$ cat config.mk
export PLATFORM = sky130hd
export DESIGN_NAME = axi4_lite_protocol_monitor
export DESIGN_NICKNAME = d
export VERILOG_FILES = /design/src/rtl/uart_axi4_mon_pkg.sv /design/src/rtl/axi4l_resp_timer.sv /design/src/rtl/axi4_lite_protocol_monitor.sv
export SDC_FILE = /design/constraint.sdc
export NUM_CORES = 1
export LEC_CHECK = 0
export CORE_UTILIZATION = 25
export CTS_CLUSTER_DIAMETER = 60
export DETAILED_ROUTE_END_ITERATION = 8
export HOLD_SLACK_MARGIN = 0.12
export PLACE_DENSITY = 0.45
export SLEW_MARGIN = 0
export SYNTH_ARGS = -nofsm -noshare
export SYNTH_HDL_FRONTEND = slang
export SYNTH_SLANG_ARGS = --single-unit
$ cat constraint.sdc
create_clock -name clk -period 3 [get_ports clk]
set_input_delay 0.6 -clock clk [delete_from_list [all_inputs] [get_ports clk]]
set_output_delay 0.6 -clock clk [all_outputs]
set_load 0.05 [all_outputs]
$ cat src/rtl/uart_axi4_mon_pkg.sv
// Shared types and flag indices for the AXI4-Lite protocol monitor.
package uart_axi4_mon_pkg;

  localparam int unsigned ERR_AW_STABLE  = 0;
  localparam int unsigned ERR_W_STABLE   = 1;
  localparam int unsigned ERR_AR_STABLE  = 2;
  localparam int unsigned ERR_B_TIMEOUT  = 3;
  localparam int unsigned ERR_R_TIMEOUT  = 4;
  localparam int unsigned ERR_B_ORPHAN   = 5;
  localparam int unsigned ERR_R_ORPHAN   = 6;
  localparam int unsigned ERR_VALID_DROP = 7;
  localparam int unsigned ERR_W          = 8;

  typedef enum logic [2:0] {
    WR_IDLE,
    WR_ADDR_OK,
    WR_DATA_OK,
    WR_WAIT_B,
    WR_RESP,
    WR_LATE
  } wr_state_t;

  typedef enum logic [1:0] {
    RD_IDLE,
    RD_WAIT_R,
    RD_RESP,
    RD_LATE
  } rd_state_t;

  // Index of the lowest set bit; 0 when no bit is set.
  function automatic logic [2:0] lowest_set(input logic [ERR_W-1:0] v);
    logic [2:0] idx;
    idx = '0;
    for (int i = ERR_W - 1; i >= 0; i--) begin
      if (v[i]) idx = 3'(i);
    end
    return idx;
  endfunction

endpackage

$ cat src/rtl/axi4l_resp_timer.sv
// Response latency timer: counts 1..RESP_TIMEOUT after start, pulses once at RESP_TIMEOUT+1.
module axi4l_resp_timer #(
  parameter int unsigned RESP_TIMEOUT = 10
) (
  input  logic clk,
  input  logic rst_n,
  input  logic start,
  input  logic resp_valid,
  input  logic hs,
  output logic timeout_pulse,
  output logic busy
);

  localparam int unsigned TW = $clog2(RESP_TIMEOUT + 2);
  localparam logic [TW-1:0] LAST_OK = TW'(RESP_TIMEOUT);
  localparam logic [TW-1:0] LIMIT   = TW'(RESP_TIMEOUT + 1);

  logic [TW-1:0] cnt;

  // busy marks cycles where a response is still in time (cnt in 1..RESP_TIMEOUT)
  always_ff @(posedge clk or negedge rst_n) begin
    if (!rst_n) begin
      cnt           <= '0;
      busy          <= 1'b0;
      timeout_pulse <= 1'b0;
    end else begin
      timeout_pulse <= 1'b0;
      if (start) begin
        cnt  <= TW'(1);
        busy <= 1'b1;
      end else if (hs) begin
        cnt  <= '0;
        busy <= 1'b0;
      end else if (cnt != '0) begin
        if ((resp_valid && busy) || (cnt == LIMIT)) begin
          cnt  <= '0;
          busy <= 1'b0;
        end else begin
          cnt           <= cnt + TW'(1);
          busy          <= (cnt != LAST_OK);
          timeout_pulse <= (cnt == LAST_OK);
        end
      end
    end
  end

endmodule

$ cat src/rtl/axi4_lite_protocol_monitor.sv
// Passive AXI4-Lite monitor: stability, latency and orphan-response checks.
// Optional first-error capture ports are enabled by AXI4L_MON_FIRST_ERR_EN.
module axi4_lite_protocol_monitor
  import uart_axi4_mon_pkg::*;
#(
  parameter int unsigned ADDR_W       = 32,
  parameter int unsigned DATA_W       = 32,
  parameter int unsigned RESP_TIMEOUT = 10,
  parameter int unsigned CNT_W        = 16
) (
  input  logic                clk,
  input  logic                rst_n,
  input  logic [ADDR_W-1:0]   awaddr,
  input  logic                awvalid,
  input  logic                awready,
  input  logic [DATA_W-1:0]   wdata,
  input  logic [DATA_W/8-1:0] wstrb,
  input  logic                wvalid,
  input  logic                wready,
  input  logic [1:0]          bresp,
  input  logic                bvalid,
  input  logic                bready,
  input  logic [ADDR_W-1:0]   araddr,
  input  logic                arvalid,
  input  logic                arready,
  input  logic [DATA_W-1:0]   rdata,
  input  logic [1:0]          rresp,
  input  logic                rvalid,
  input  logic                rready,
  input  logic                clr_i,
  output logic [ERR_W-1:0]    err_flags_o,
  output logic                irq_o,
  output logic [CNT_W-1:0]    err_cnt_o,
  output logic [CNT_W-1:0]    wr_cnt_o,
  output logic [CNT_W-1:0]    rd_cnt_o
`ifdef AXI4L_MON_FIRST_ERR_EN
  ,
  output logic [ADDR_W-1:0]   first_err_addr_o,
  output logic [2:0]          first_err_code_o
`endif
);

  logic aw_hs, w_hs, b_hs, ar_hs, r_hs;
  logic aw_stall_q, w_stall_q, ar_stall_q;
  logic [ADDR_W-1:0]   awaddr_q, araddr_q;
  logic [DATA_W-1:0]   wdata_q;
  logic [DATA_W/8-1:0] wstrb_q;

  wr_state_t wr_state, wr_base, wr_take;
  rd_state_t rd_state, rd_base, rd_take;
  logic wr_pend, rd_pend, b_start, r_start;
  logic b_tmo, b_busy, r_tmo, r_busy;

  logic [ERR_W-1:0] det, flags_next;
  logic             new_viol;
  logic             unused_resp;

  // Response payloads are observed but not checked.
  assign unused_resp = ^{bresp, rresp, rdata};

  assign aw_hs = awvalid & awready;
  assign w_hs  = wvalid & wready;
  assign b_hs  = bvalid & bready;
  assign ar_hs = arvalid & arready;
  assign r_hs  = rvalid & rready;

  // Previous-cycle stall snapshot for the stability and valid-drop checks.
  always_ff @(posedge clk or negedge rst_n) begin
    if (!rst_n) begin
      aw_stall_q <= 1'b0;
      w_stall_q  <= 1'b0;
      ar_stall_q <= 1'b0;
      awaddr_q   <= '0;
      araddr_q   <= '0;
      wdata_q    <= '0;
      wstrb_q    <= '0;
    end else begin
      aw_stall_q <= awvalid & ~awready;
      w_stall_q  <= wvalid & ~wready;
      ar_stall_q <= arvalid & ~arready;
      awaddr_q   <= awaddr;
      araddr_q   <= araddr;
      wdata_q    <= wdata;
      wstrb_q    <= wstrb;
    end
  end

  assign wr_pend = wr_state inside {WR_WAIT_B, WR_RESP, WR_LATE};
  assign rd_pend = rd_state inside {RD_WAIT_R, RD_RESP, RD_LATE};

  // A completing response frees the channel, so same-cycle requests are taken from IDLE.
  always_comb begin
    wr_base = (wr_pend && b_hs) ? WR_IDLE : wr_state;
    wr_take = wr_base;
    case (wr_base)
      WR_IDLE: begin
        if (aw_hs && w_hs) wr_take = WR_WAIT_B;
        else if (aw_hs)    wr_take = WR_ADDR_OK;
        else if (w_hs)     wr_take = WR_DATA_OK;
      end
      WR_ADDR_OK: if (w_hs)  wr_take = WR_WAIT_B;
      WR_DATA_OK: if (aw_hs) wr_take = WR_WAIT_B;
      default: ;
    endcase
    rd_base = (rd_pend && r_hs) ? RD_IDLE : rd_state;
    rd_take = rd_base;
    if (rd_base == RD_IDLE && ar_hs) rd_take = RD_WAIT_R;
  end

  assign b_start = (wr_base inside {WR_IDLE, WR_ADDR_OK, WR_DATA_OK}) && (wr_take == WR_WAIT_B);
  assign r_start = (rd_base == RD_IDLE) && (rd_take == RD_WAIT_R);

  axi4l_resp_timer #(.RESP_TIMEOUT(RESP_TIMEOUT)) u_b_timer (
    .clk           (clk),
    .rst_n         (rst_n),
    .start         (b_start),
    .resp_valid    (bvalid),
    .hs            (b_hs),
    .timeout_pulse (b_tmo),
    .busy          (b_busy)
  );

  axi4l_resp_timer #(.RESP_TIMEOUT(RESP_TIMEOUT)) u_r_timer (
    .clk           (clk),
    .rst_n         (rst_n),
    .start         (r_start),
    .resp_valid    (rvalid),
    .hs            (r_hs),
    .timeout_pulse (r_tmo),
    .busy          (r_busy)
  );

  // Write FSM and completed-write counter.
  always_ff @(posedge clk or negedge rst_n) begin
    if (!rst_n) begin
      wr_state <= WR_IDLE;
      wr_cnt_o <= '0;
    end else begin
      if (wr_pend && b_hs && (wr_cnt_o != '1)) wr_cnt_o <= wr_cnt_o + CNT_W'(1);
      case (wr_state)
        WR_WAIT_B: begin
          if (b_hs)                  wr_state <= wr_take;
          else if (b_tmo)            wr_state <= WR_LATE;
          else if (bvalid && b_busy) wr_state <= WR_RESP;
        end
        WR_RESP, WR_LATE: if (b_hs) wr_state <= wr_take;
        default: wr_state <= wr_take;
      endcase
    end
  end

  // Read FSM and completed-read counter.
  always_ff @(posedge clk or negedge rst_n) begin
    if (!rst_n) begin
      rd_state <= RD_IDLE;
      rd_cnt_o <= '0;
    end else begin
      if (rd_pend && r_hs && (rd_cnt_o != '1)) rd_cnt_o <= rd_cnt_o + CNT_W'(1);
      case (rd_state)
        RD_WAIT_R: begin
          if (r_hs)                  rd_state <= rd_take;
          else if (r_tmo)            rd_state <= RD_LATE;
          else if (rvalid && r_busy) rd_state <= RD_RESP;
        end
        RD_RESP, RD_LATE: if (r_hs) rd_state <= rd_take;
        default: rd_state <= rd_take;
      endcase
    end
  end

  // Violations detected in the current cycle.
  always_comb begin
    det = '0;
    det[ERR_AW_STABLE]  = aw_stall_q && awvalid && (awaddr != awaddr_q);
    det[ERR_W_STABLE]   = w_stall_q && wvalid && ({wdata, wstrb} != {wdata_q, wstrb_q});
    det[ERR_AR_STABLE]  = ar_stall_q && arvalid && (araddr != araddr_q);
    det[ERR_B_TIMEOUT]  = (wr_state == WR_WAIT_B) && b_tmo;
    det[ERR_R_TIMEOUT]  = (rd_state == RD_WAIT_R) && r_tmo;
    det[ERR_B_ORPHAN]   = ((wr_state == WR_IDLE) && bvalid) || (wr_pend && !b_hs && aw_hs);
    det[ERR_R_ORPHAN]   = ((rd_state == RD_IDLE) && rvalid) || (rd_pend && !r_hs && ar_hs);
    det[ERR_VALID_DROP] = (aw_stall_q && !awvalid) || (w_stall_q && !wvalid) ||
                          (ar_stall_q && !arvalid);
    new_viol   = |det;
    flags_next = (clr_i ? '0 : err_flags_o) | det;
  end

  // Sticky flags, interrupt and saturating violation-cycle counter.
  always_ff @(posedge clk or negedge rst_n) begin
    if (!rst_n) begin
      err_flags_o <= '0;
      irq_o       <= 1'b0;
      err_cnt_o   <= '0;
    end else begin
      err_flags_o <= flags_next;
      irq_o       <= |flags_next;
      if (clr_i)                              err_cnt_o <= CNT_W'(new_viol);
      else if (new_viol && (err_cnt_o != '1)) err_cnt_o <= err_cnt_o + CNT_W'(1);
    end
  end

`ifdef AXI4L_MON_FIRST_ERR_EN
  logic              first_seen;
  logic [ADDR_W-1:0] wr_addr_q, rd_addr_q, err_addr_c;
  logic [2:0]        err_code_c;

  // Address most relevant to the lowest-numbered violation this cycle.
  always_comb begin
    err_code_c = lowest_set(det);
    err_addr_c = awaddr;
    case (err_code_c)
      3'(ERR_AR_STABLE), 3'(ERR_R_ORPHAN): err_addr_c = araddr;
      3'(ERR_B_TIMEOUT):                   err_addr_c = wr_addr_q;
      3'(ERR_R_TIMEOUT):                   err_addr_c = rd_addr_q;
      3'(ERR_VALID_DROP):
        err_addr_c = ((aw_stall_q && !awvalid) || (w_stall_q && !wvalid)) ? awaddr_q : araddr_q;
      default: ;
    endcase
  end

  always_ff @(posedge clk or negedge rst_n) begin
    if (!rst_n) begin
      first_seen       <= 1'b0;
      wr_addr_q        <= '0;
      rd_addr_q        <= '0;
      first_err_addr_o <= '0;
      first_err_code_o <= '0;
    end else begin
      if (aw_hs) wr_addr_q <= awaddr;
      if (ar_hs) rd_addr_q <= araddr;
      if (new_viol && (clr_i || !first_seen)) begin
        first_seen       <= 1'b1;
        first_err_addr_o <= err_addr_c;
        first_err_code_o <= err_code_c;
      end else if (clr_i) begin
        first_seen       <= 1'b0;
        first_err_addr_o <= '0;
        first_err_code_o <= '0;
      end
    end
  end
`endif

endmodule

### Word level (Yosys, flattened, before mapping)

Index checks and enable logic that the tools add are counted.

| word-level totals | value |
|---|---|
| flip-flop bits (word level) | 177 |
| input bits | 149 |
| word-level logic and storage cells | 166 |
| output and inout bits | 57 |

| cells by class | value |
|---|---|
| equal/unequal tests | 26 |
| reductions and logical operators | 57 |
| $add $sub $neg | 5 |
| bitwise gates (word level) | 12 |
| muxes and demuxes | 46 |

Operators by type and width:

| kind | count |
|---|---|
| $ne 32x32->1 | 2 |
| $add 16x1->16 const B | 3 |
| $ne 16x16->1 const B | 3 |
| $ne 36x36->1 | 1 |
| $mux 16 | 2 |
| $mux 4 | 8 |
| $mux 3 | 10 |
| $logic_and 1x1->1 | 28 |
| $eq 4x4->1 const B | 4 |
| $mux 1 | 16 |
| $reduce_or 8->1 | 2 |
| $reduce_bool 3->1 | 5 |
| $mux 2 | 6 |
| $eq 3x2->1 const B | 3 |
| $pmux 3 s3 | 1 |
| $add 4x1->4 const B | 2 |
| $and 1x1->1 | 8 |
| $mux 8 | 1 |
| $ne 4x2->1 const B | 2 |
| $ne 4x4->1 const B | 2 |
| $or 8x8->8 | 1 |
| $reduce_bool 4->1 | 2 |
| $eq 3x3->1 const B | 2 |
| $logic_not 3->1 | 2 |
| other kinds (13) | 30 |

### Logic depth before layout (Yosys ltp)

Gate-level depths: netlist of the first run.

| depth | value |
|---|---|
| depth after elaboration | 11 |
| gate-level depth with buffers | 10 |

### Hierarchy

From an unflattened synthesis of the first run, not the netlist that was laid out.

| second synthesis, totals | value |
|---|---|
| cells, all modules | 617 |
| area total of the unflattened synthesis | 7599.8 um^2 |

Modules (own cells, without submodules):

| module | seq. area each (um^2) | area each (um^2) | cells each | times used |
|---|---|---|---|---|
| axi4_lite_protocol_monitor | 4129.0 | 6924.1 | 557 | 1 |
| axi4l_resp_timer | 150.1 | 337.8 | 30 | 2 |

### Worst setup path after synthesis of the first run

OpenSTA, ideal clock, no wires.

| timing | value |
|---|---|
| kind | reg-to-reg |
| start point | reg err_cnt_o[3] |
| end point | reg err_cnt_o[7] |
| library setup time | 125 ps |
| slack | 569 ps |
| data arrival time | 2306 ps |
| cell stages (with the launch flop) | 8 |
| clock period less this slack | 2431 ps |
| path through | dfrtp_1 -> and4_4 -> and4_4 -> and3_1 -> and4_1 -> buf_2 -> nor4b_1 -> mux2_2 |

| between the ends | value |
|---|---|
| word-level cells in the longest chain between the ends | 3 |

Ends and longest elaborated chain:

| what | RTL line | source |
|---|---|---|
| start: declaration | axi4_lite_protocol_monitor.sv:33 | `output logic [CNT_W-1:0] err_cnt_o,` |
| start signal: assignment | axi4_lite_protocol_monitor.sv:196 | `if (clr_i) err_cnt_o <= CNT_W'(new_viol);` |
| start signal: assignment | axi4_lite_protocol_monitor.sv:197 | `else if (new_viol && (err_cnt_o != '1)) err_cnt_o <= err_cnt_o + CNT_W'(1);` |
| $add 16x1->16 / $ne 16x16->1 (equally long branches) | axi4_lite_protocol_monitor.sv:197 |  |
| $mux 16 / $logic_and 1x1->1 (equally long branches) | axi4_lite_protocol_monitor.sv:197 |  |
| $mux 16 / $reduce_bool 2->1 (equally long branches) | - |  |

Several ways; a longest one is shown, not always the timed one. The select of a mux whose other input is x is not followed.
A chain may end at the register's enable or synchronous reset.

### Final worst setup path of the first run

| timing | value |
|---|---|
| start point | in wdata[28] |
| end point | reg err_cnt_o[13] |

| between the ends | value |
|---|---|
| word-level cells in the longest chain between the ends | 5 |

Ends and longest elaborated chain:

| what | RTL line | source |
|---|---|---|
| start: declaration | axi4_lite_protocol_monitor.sv:16 | `input logic [DATA_W-1:0] wdata,` |
| $ne 36x36->1 | axi4_lite_protocol_monitor.sv:175 | `det[ERR_W_STABLE] = w_stall_q && wvalid && ({wdata, wstrb} != {wdata_q, wstrb_q});` |
| $logic_and 1x1->1 | axi4_lite_protocol_monitor.sv:175 |  |
| $reduce_or 8->1 | axi4_lite_protocol_monitor.sv:183 | `new_viol = \|det;` |
| $logic_and 1x1->1 | axi4_lite_protocol_monitor.sv:197 |  |
| $reduce_bool 2->1 (no line) | - |  |

Every way passes these cells.

==> flow_summary.json, run 1 <==
{
  "status": "complete, no violations",
  "avgSynthCellArea_um2": 12.1,
  "finalSetupViolCount": 0,
  "grt.overflow.total": 0,
  "postRouteAntennaNets": 0,
  "synth.cell_area_um2": 7410,
  "gr-usage-met1_pct": 15.1,
  "syn_nets": 768,
  "power_density_nw_per_um2": 636,
  "dpl.hpwl_mm": 12.9,
  "rows": 62,
  "worstSetupPathType": "in2reg",
  "cp_top_family": "simple AND/OR/NAND/NOR gates",
  "yosysSeqAreaShare_pct": 59.8,
  "synth_edf_count": 0,
  "postCtsSetupRepairBufs": 0,
  "synth_cells": 610,
  "grt_pass1_vias": 5254,
  "wire_per_inst_um": 14.4,
  "clkLatencyLatePin_ns": 0.43,
  "nNetsFinal": 968,
  "cp_max_fo": 13,
  "first_pass_iters": 4,
  "worst-path-buf-inv": 2,
  "layout.area.seq_um2": 4430,
  "vdd_drop_max_mv": 0.523,
  "critPathRequiredTime_ns": 3.31,
  "clkTransAtPathRegs_ns": 0.07,
  "grt_pass1_wl_mm": 28.2,
  "cts_buffers": 17,
  "post-route-min-period_ns": 2.67,
  "ys_warn_count": 0,
  "die_area_um2": 30300,
  "drv_cap": 0,
  "synth_cell_types": 52,
  "layout-area-overhead-vs-synth_pct": 39.1,
  "drive_gt1_share_pct": 8.26,
  "antenna_found_initial": 2,
  "fp.dieW_um": 174,
  "crit_arrival_ns": 2.98,
  "ys_ff_latch": 177,
  "async_flop_share_pct": 100,
  "cts_sinks": 177,
  "track_usage_pct": 12.0,
  "drt-initial-drc-count": 232,
  "floorplan.initialDensity_pct": 25.6,
  "slew-limit-headroom_pct": 50.4,
  "cts_tree": "built",
  "period_share_pct": 89.0,
  "busiest_layer": "met2",
  "routed_wl_mm": 17.4,
  "report.final.slew_viol_count": 0,
  "ctsHoldBuffers": 0,
  "cpPeakStageDelay_ns": 0.43,
  "hp-class": "in2async",
  "finClkSkew_ns": 0.0171,
  "end_kind": "flop",
  "leakagePower_nw": 4.38,
  "gp_congestion": 0.710,
  "grt_util_met2_pct": 19.5,
  "final_core_util_pct": 35.6,
  "avgViaCountPerCell": 4.16,
  "synthFlopType": "dfrtp_1",
  "startpoint_type": "input port",
  "critPathMostFrequentCell": "nor4_1",
  "ioPinCount": 206,
  "tightest_slew_ns": 0.743,
  "cpMaxStageDelayCell": "clkdlybuf4s50_1",
  "drt_drc_violations_left": 0,
  "multi_input_comb_area_um2": 2830,
  "grt_max_degree": 64,
  "crit_chain": "clkdlybuf4s50_1 > xor2_1 > nor4_1 > nand4_1 > o311ai_2 > and4_1 > buf_12 > nor4_1 > mux2_2",
  "coreArea_um2": 28900,
  "grt_use_met3_pct": 3.65,
  "hold_violations": 0,
  "cts_root_buf": "clkbuf_16",
  "rsz0062_at_grt": "no",
  "fmax_mhz": 374,
  "via_count": 5038,
  "h-tree-depth": 4,
  "cts_buffer_depth": 2,
  "port_buffers": 169,
  "fillers": 2837,
  "postCtsResizedCells": 0,
  "tns_ns": 0,
  "p_total_w": 0.00655,
  "die_h_um": 174
}
[registers in the layout, summed over array words and instances, names as in the netlist]
name	cells
araddr_q	32
awaddr_q	32
wdata_q	32
err_cnt_o	16
rd_cnt_o	16
wr_cnt_o	16
err_flags_o	8
u_b_timer.cnt	4
u_r_timer.cnt	4
wstrb_q	4
wr_state	3
rd_state	2
ar_stall_q	1
aw_stall_q	1
irq_o	1
u_b_timer.busy	1
u_b_timer.timeout_pulse	1
u_r_timer.busy	1
u_r_timer.timeout_pulse	1
w_stall_q	1
[synth_stat cells, types with 4 or more instances]
master	count	share of area (%)
nor2_1	31	1.6
and3_1	10	0.84
xor2_1	115	14
dfrtp_1	177	60
o31ai_1	8	0.81
nand3_1	14	0.95
o21ai_0	17	1.1
xnor2_1	19	2.2
nand4_1	14	1.2
clkbuf_1	4	0.20
and2_1	4	0.34
ha_1	9	1.5
nor4_1	29	2.4
nand2_1	37	1.9
buf_2	4	0.27
and4_1	4	0.47
inv_1	20	1.0
or4_1	9	0.91
nor2b_1	8	0.68
a21oi_1	15	1.0
nor3_1	8	0.54
mux2_2	7	1.1
[final cells by class]
cell class / instances / share of cell area, %
multi-input combinational: 401 / 27.5
clock buffer: 17 / 4.13
sequential: 177 / 43.0
inverter: 20 / 0.729
tap: 384 / 4.66
clock inverter: 15 / 1.42
antenna: 3 / 0.0729
timing repair buffer: 193 / 18.5
[cell families (layout without fill, tap and decap cells)]
family / Yosys count / in the layout / share of synthesized area (%)
buffers and inverters: 32 / 245 / 2.04
adders and majority gates: 9 / 9 / 1.52
AOI/OAI and AO/OA: 65 / 65 / 5.88
DFF: 177 / 177 / 59.8
muxes: 10 / 10 / 1.47
and+or+nand+nor: 183 / 183 / 13.5
other: 0 / 3 / 0
xor gates and xnor gates: 134 / 134 / 15.8
[routing by layer]
metal / vias up / part of all wire, %
li1: 2527 / -
met4: 0 / 1.0
met5: - / 0
met3: 10 / 5.7
met2: 103 / 49
met1: 2398 / 45
[stage by stage]
step | cell area [µm²] | cells | worst slack (ns) | hold slack, ns
2_1_floorplan | 7410 | 610 | 0.569 | 0.304
3_3_place_gp | 9720 | 1175 | -0.149 | 0.485
3_5_place_dp | 9720 | 1175 | -0.177 | 0.479
4_1_cts | 10300 | 1207 | 0.265 | 0.174
5_1_grt | 10300 | 1207 | 0.140 | 0.192
6_report | 10300 | 1210 | 0.329 | 0.148
[report_power, final]
| part | switching (W) | internal [W] |
|---|---|---|
| registers | 0.000242 | 0.00262 |
| clock network | 0.00108 | 0.00111 |
| logic | 0.000835 | 0.000668 |
[worst paths after layout]
kind | start | end | slack [ns] | depth (start not counted)
setup / recovery | wdata[28] | err_cnt_o[13]$_DFFE_PN0P_ | 0.33 | 9
hold / removal | rst_n | wr_cnt_o[11]$_DFFE_PN0P_ | 0.15 | 1
setup reg to reg | err_cnt_o[3]$_DFFE_PN0P_ | err_cnt_o[9]$_DFFE_PN0P_ | 0.53 | 6
hold reg to reg | wr_cnt_o[5]$_DFFE_PN0P_ | wr_cnt_o[5]$_DFFE_PN0P_ | 0.49 | 1
max in group asynchronous | rst_n | err_flags_o[1]$_DFF_PN0_ | 2.04 | 2
min in group clk | wr_cnt_o[5]$_DFFE_PN0P_ | wr_cnt_o[5]$_DFFE_PN0P_ | 0.49 | 1
[layout by cell type (no fill, tap or decap), types with 4 or more instances in the layout]
cell / n
dfrtp_1: 177
clkdlybuf4s50_1: 168
xor2_1: 115
nand2_1: 37
nor2_1: 31
nor4_1: 29
buf_4: 21
inv_1: 20
xnor2_1: 19
o21ai_0: 17
clkbuf_16: 17
a21oi_1: 15
nand4_1: 14
nand3_1: 14
and3_1: 10
or4_1: 9
ha_1: 9
nor3_1: 8
nor2b_1: 8
o31ai_1: 8
mux2_2: 7
inv_6: 5
and2_1: 4
and4_1: 4
Power figures use the tool's default switching activity.
==> run 2, diff against run 1 <==
CORE_ASPECT_RATIO = 1.75   (was not set)
CORE_MARGIN = 2   (was not set)
==> run 2 against run 1 <==
- sequential power barely moved
- maximum frequency up 1.6%
- critical path depth grew 1
- combinational power is essentially flat
- clock skew is 0.0089 ns lower
- final cell count down 0.33%
- global-route usage is 0.60 points higher
- largest power group unchanged
==> flow_summary.json, run 2 (synthesized netlist as in run 1, its figures left out) <==
{
  "fmax_mhz": 380,
  "gp_congestion": 0.720,
  "postRouteAntennaNets": 0,
  "first_pass_iters": 4,
  "vdd_drop_max_mv": 0.453,
  "floorplan.initialDensity_pct": 25.3,
  "finalSetupViolCount": 0,
  "grt_pass1_vias": 5435,
  "power_density_nw_per_um2": 627,
  "grt_max_degree": 65,
  "die_h_um": 232,
  "ioPinCount": 206,
  "period_share_pct": 87.6,
  "cp_max_fo": 2,
  "status": "complete, no violations",
  "rsz0062_at_grt": "no",
  "routed_wl_mm": 18.4,
  "avgViaCountPerCell": 4.24,
  "post-route-min-period_ns": 2.63,
  "slew-limit-headroom_pct": 49.8,
  "hold_violations": 0,
  "drt-initial-drc-count": 179,
  "wl_met3_um": 669,
  "worstSetupPathType": "in2reg",
  "grt.overflow.total": 0,
  "layout-area-overhead-vs-synth_pct": 38.5,
  "report.final.slew_viol_count": 0,
  "cts_buffers": 17,
  "dr.max_layer_used": "met4",
  "critPathRequiredTime_ns": 3.32,
  "cts_sinks": 177,
  "drt_drc_violations_left": 0,
  "postCtsSetupRepairBufs": 0,
  "port_buffers": 169,
  "reg_top3": "araddr_q (32), awaddr_q (32), wdata_q (32)",
  "leakagePower_nw": 4.35,
  "drive_gt1_share_pct": 7.90,
  "hp-class": "in2async",
  "crit_arrival_ns": 2.95,
  "cts_buffer_depth": 2,
  "dpl.hpwl_mm": 14.1,
  "fp.dieW_um": 134,
  "wl_met1_mm": 6.91,
  "final_common_cell": "dfrtp_1",
  "cts_root_buf": "clkbuf_16",
  "place_worst_setup_slack_ns": -0.188,
  "tightest_slew_ns": 0.752,
  "fillers": 2933,
  "startpoint_type": "input port",
  "antenna_found_initial": 1,
  "wire_per_inst_um": 15.3,
  "postCtsResizedCells": 0,
  "rows": 83,
  "die_area_um2": 31100,
  "clkTransAtPathRegs_ns": 0.07,
  "wl_met2_mm": 10.5,
  "h-tree-depth": 4,
  "coreArea_um2": 29300,
  "grt_pass1_wl_mm": 29.5,
  "r2r_cells": 6,
  "end_kind": "flop",
  "nNetsFinal": 968,
  "track_usage_pct": 12.6,
  "p_total_w": 0.00644,
  "drv_cap": 0,
  "ctsHoldBuffers": 0,
  "cts_tree": "built",
  "clkLatencyLatePin_ns": 0.45,
  "finClkSkew_ns": 0.00826,
  "layout_common_cells": "177 x dfrtp_1, 168 x clkdlybuf4s50_1, 115 x xor2_1, 37 x nand2_1, 31 x nor2_1",
  "via_count": 5116,
  "fin_ws_ns": 0.371
}
==> run 2: worst paths after layout <==
kind,startpoint,endpoint,slack (ns)
worst max-delay path,araddr[24],irq_o$_DFF_PN0_,0.37
min in group clk,rd_cnt_o[8]$_DFFE_PN0P_,rd_cnt_o[8]$_DFFE_PN0P_,0.48
worst min register to register,rd_cnt_o[8]$_DFFE_PN0P_,rd_cnt_o[8]$_DFFE_PN0P_,0.48
worst min-delay path,rst_n,wdata_q[21]$_DFF_PN0_,0.15
max in group asynchronous,rst_n,err_flags_o[1]$_DFF_PN0_,2.13
worst max register to register,err_cnt_o[3]$_DFFE_PN0P_,err_cnt_o[5]$_DFFE_PN0P_,0.54
==> run 2: layer usage <==
metal | up-vias | GRT usage (%)
li1 | 2518 | -
met1 | 2469 | 13.2
met2 | 108 | 23.4
met3 | 21 | 2.84
met4 | 0 | 6.09
met5 | - | 0
==> run 2: layout make-up <==
type | count | area (µm²) | area share (%)
sequential | 177 | 4430 | 43.2
inverter | 20 | 75.1 | 0.732
timing repair buffer | 193 | 1910 | 18.6
multi-input combinational | 401 | 2830 | 27.6
antenna | 1 | 2.50 | 0.0244
clock buffer | 21 | 450 | 4.39
clock inverter | 11 | 85.1 | 0.829
tap | 382 | 478 | 4.66
==> run 2: worst max-delay path, cell delays in order <==
cell	delay [ns]
clkdlybuf4s50_1	0.43
xor2_1	0.15
nor4_1	0.40
buf_4	0.18
nand4_1	0.11
o211ai_1	0.20
buf_4	0.14
buf_4	0.10
o21ai_0	0.10
or4_1	0.52
==> run 2: power breakdown <==
group	internal, W	switching [W]
clock	0.00109	0.000983
sequential	0.00262	0.000241
combinational	0.000673	0.000836
==> run 2: per-stage QoR <==
stage                     TNS (ns)  utilization (%)  hold slack [ns]  instance area, µm²  std cells
after floorplan                  0                -            0.304                7410        610
after CTS                        0             35.0            0.155               10300       1205
after detailed placement     -2.13             33.2            0.482                9720       1173
final                            0             35.0            0.151               10300       1206
after global placement       -1.60             33.2            0.474                9720       1173
after global routing             0             35.0            0.171               10300       1206
==> run 3, diff against run 2 <==
DONT_BUFFER_PORTS = 1   (was not set)
PLACE_DENSITY = 0.49   (was 0.45)
clock period = 2.9 ns   (was 3 ns; I/O delays follow)
==> run 3 against run 2 <==
- die area unchanged
- hold slack got worse by 0.33 ns
- total power increased by 0.50%
- via count decreased by 10%
- largest power group unchanged
- the flow now finishes with violations (negative hold slack)
- count of clock-buffer cells in the layout decreased by 3
- first-iteration DRC count shrank 7.8%
- register-to-register slack lost 0.17 ns
- combinational power shrank 23%
- global-route usage decreased by 0.78 points
- utilization decreased by 5.3 points
- sequential cell count unchanged
- clock power rose by 12%
==> flow_summary.json, run 3 (synthesized netlist as in run 1, its figures left out) <==
{
  "reg_top3": "araddr_q (32), awaddr_q (32), wdata_q (32)",
  "h-tree-depth": 4,
  "hold_violations": 177,
  "layout-area-overhead-vs-synth_pct": 17.6,
  "drv_cap": 0,
  "grt_pass1_wl_mm": 27.5,
  "floorplan.initialDensity_pct": 25.3,
  "fp.dieW_um": 134,
  "worst-path-buf-inv": 0,
  "cts_buffers": 17,
  "antenna_found_initial": 0,
  "postRouteAntennaNets": 0,
  "dpl.hpwl_mm": 13.0,
  "reg2reg_from": "wr_cnt_o[5]$_DFFE_PN0P_",
  "grt.overflow.total": 0,
  "avgViaCountPerCell": 4.37,
  "final_common_cell": "dfrtp_1",
  "routed_wl_mm": 17.6,
  "tightest_slew_ns": 0.762,
  "finClkSkew_ns": 0.00720,
  "hold_ws_ns": -0.175,
  "port_buffers": 0,
  "cts_root_buf": "clkbuf_16",
  "grt_max_degree": 178,
  "first_pass_iters": 6,
  "place_worst_setup_slack_ns": 0.0695,
  "leakagePower_nw": 3.82,
  "nNetsFinal": 815,
  "wl_met1_mm": 6.28,
  "place_inst": 1018,
  "crit_chain": "nand3_1 > nor2_1 > nand2_1 > o2111a_1 > nand4_1 > nor3_1 > xor2_1",
  "end_kind": "flop",
  "period_share_pct": 87.1,
  "startpoint_type": "flop",
  "tns_ns": 0,
  "violations": "negative hold slack",
  "die_area_um2": 31100,
  "dr.max_layer_used": "met4",
  "crit_arrival_ns": 2.83,
  "postCtsSetupRepairBufs": 0,
  "instances_no_fill": 1052,
  "clkLatencyLatePin_ns": 0.44,
  "clkTransAtPathRegs_ns": 0.07,
  "layout_common_cells": "177 x dfrtp_1, 115 x xor2_1, 37 x nand2_1, 37 x buf_4, 31 x nor2_1",
  "wl_met2_mm": 9.52,
  "n_antenna_cell": 0,
  "vdd_drop_max_mv": 0.390,
  "fillers": 3022,
  "slew-limit-headroom_pct": 49.2,
  "drt-initial-drc-count": 165,
  "cpPeakStageDelay_ns": 0.68,
  "cp_top_family": "simple AND/OR/NAND/NOR gates",
  "multi_input_comb_area_um2": 2830,
  "rsz0062_at_grt": "no",
  "track_usage_pct": 11.8,
  "report.final.slew_viol_count": 0,
  "coreArea_um2": 29300,
  "drive_gt1_share_pct": 12.1,
  "critPathRequiredTime_ns": 3.20,
  "ioPinCount": 206,
  "via_count": 4597,
  "drt_drc_violations_left": 0,
  "power_density_nw_per_um2": 743,
  "cts_buffer_depth": 2,
  "gp_congestion": 0.760,
  "wire_per_inst_um": 16.7,
  "cts_sinks": 177,
  "cts_tree": "built",
  "status": "finished, violations left",
  "rows": 83,
  "die_h_um": 232,
  "postCtsResizedCells": 0,
  "crit_start": "wr_cnt_o[5]$_DFFE_PN0P_",
  "finalSetupViolCount": 0,
  "cpMaxStageDelayCell": "dfrtp_1",
  "fin_ws_ns": 0.375,
  "cp_max_fo": 9,
  "post-route-min-period_ns": 2.53,
  "grt_pass1_vias": 4911,
  "fmax_mhz": 396,
  "hp-class": "in2async",
  "layout.area.seq_um2": 4430,
  "worstSetupPathType": "reg2reg",
  "wl_met3_mm": 1.32,
  "ctsHoldBuffers": 2
}
run 3: changes by cell type in the layout (fill, tap and decap cells not counted), moves of 2 or more:
cell / before / now
clkinvlp_4: 3 / 1
buf_12: 3 / 1
inv_6: 1 / 7
clkdlybuf4s50_1: 168 / 0
buf_4: 21 / 37
dlygate4sd3_1: 0 / 2
clkbuf_1: 3 / 0
clkinv_4: 5 / 1
run 3: report_power, final:
| group | leakage [nW] | internal [W] | switching (W) | total [W] |
|---|---|---|---|---|
| combinational | 1.35 | 0.000455 | 0.000701 | 0.00116 |
| sequential | 2.18 | 0.00271 | 0.000298 | 0.00301 |
| clock | 0.288 | 0.00124 | 0.00107 | 0.00231 |
| total | 3.82 | 0.00440 | 0.00207 | 0.00647 |
run 3: final cells by class:
cell class / count / share of cell area, %
clock buffers: 18 / 5.04
clock inverters: 14 / 1.67
inverters: 20 / 0.862
multi-input cells: 401 / 32.5
flip-flops and latches: 177 / 50.8
well taps: 382 / 5.49
repair buffers: 40 / 3.65
run 3: final timing paths:
kind                                                    to  slack (ns)  cells past startpoint
worst max register to register    wr_cnt_o[15]$_DFFE_PN0P_        0.37                      7
worst min register to register  u_b_timer.busy$_DFFE_PN0P_        0.53                      1
worst max-delay path              wr_cnt_o[15]$_DFFE_PN0P_        0.37                      7
min in group clk                    araddr_q[24]$_DFF_PN0_        0.16                      0
worst min-delay path                araddr_q[24]$_DFF_PN0_       -0.18                      0
max in group asynchronous         rd_cnt_o[14]$_DFFE_PN0P_        2.84                      0
run 3: worst register-to-register path, stage by stage (launching register included):
cell and delay [ns]:
dfrtp_1 0.68, nand3_1 0.32, nor2_1 0.33, nand2_1 0.09
o2111a_1 0.38, nand4_1 0.33, nor3_1 0.11, xor2_1 0.16
run 3: through the flow:
| step | area, µm² | total power [W] | hold slack (ns) | utilization, % |
|---|---|---|---|---|
| after floorplan | 7410 | 0.00391 | 0.284 | - |
| after global placement | 8110 | 0.00420 | 0.288 | 27.7 |
| after detailed placement | 8110 | 0.00422 | 0.287 | 27.7 |
| after CTS | 8710 | 0.00659 | -0.211 | 29.8 |
| after global routing | 8710 | 0.00681 | -0.205 | 29.8 |
| final | 8710 | 0.00647 | -0.175 | 29.8 |
run 3: per-layer routing:
layer  vias to the layer above  GRT usage [%]
met5                         -              0
met4                         0           5.69
met3                        19           4.61
met2                       108           21.3
met1                      2253           11.7
li1                       2217              -
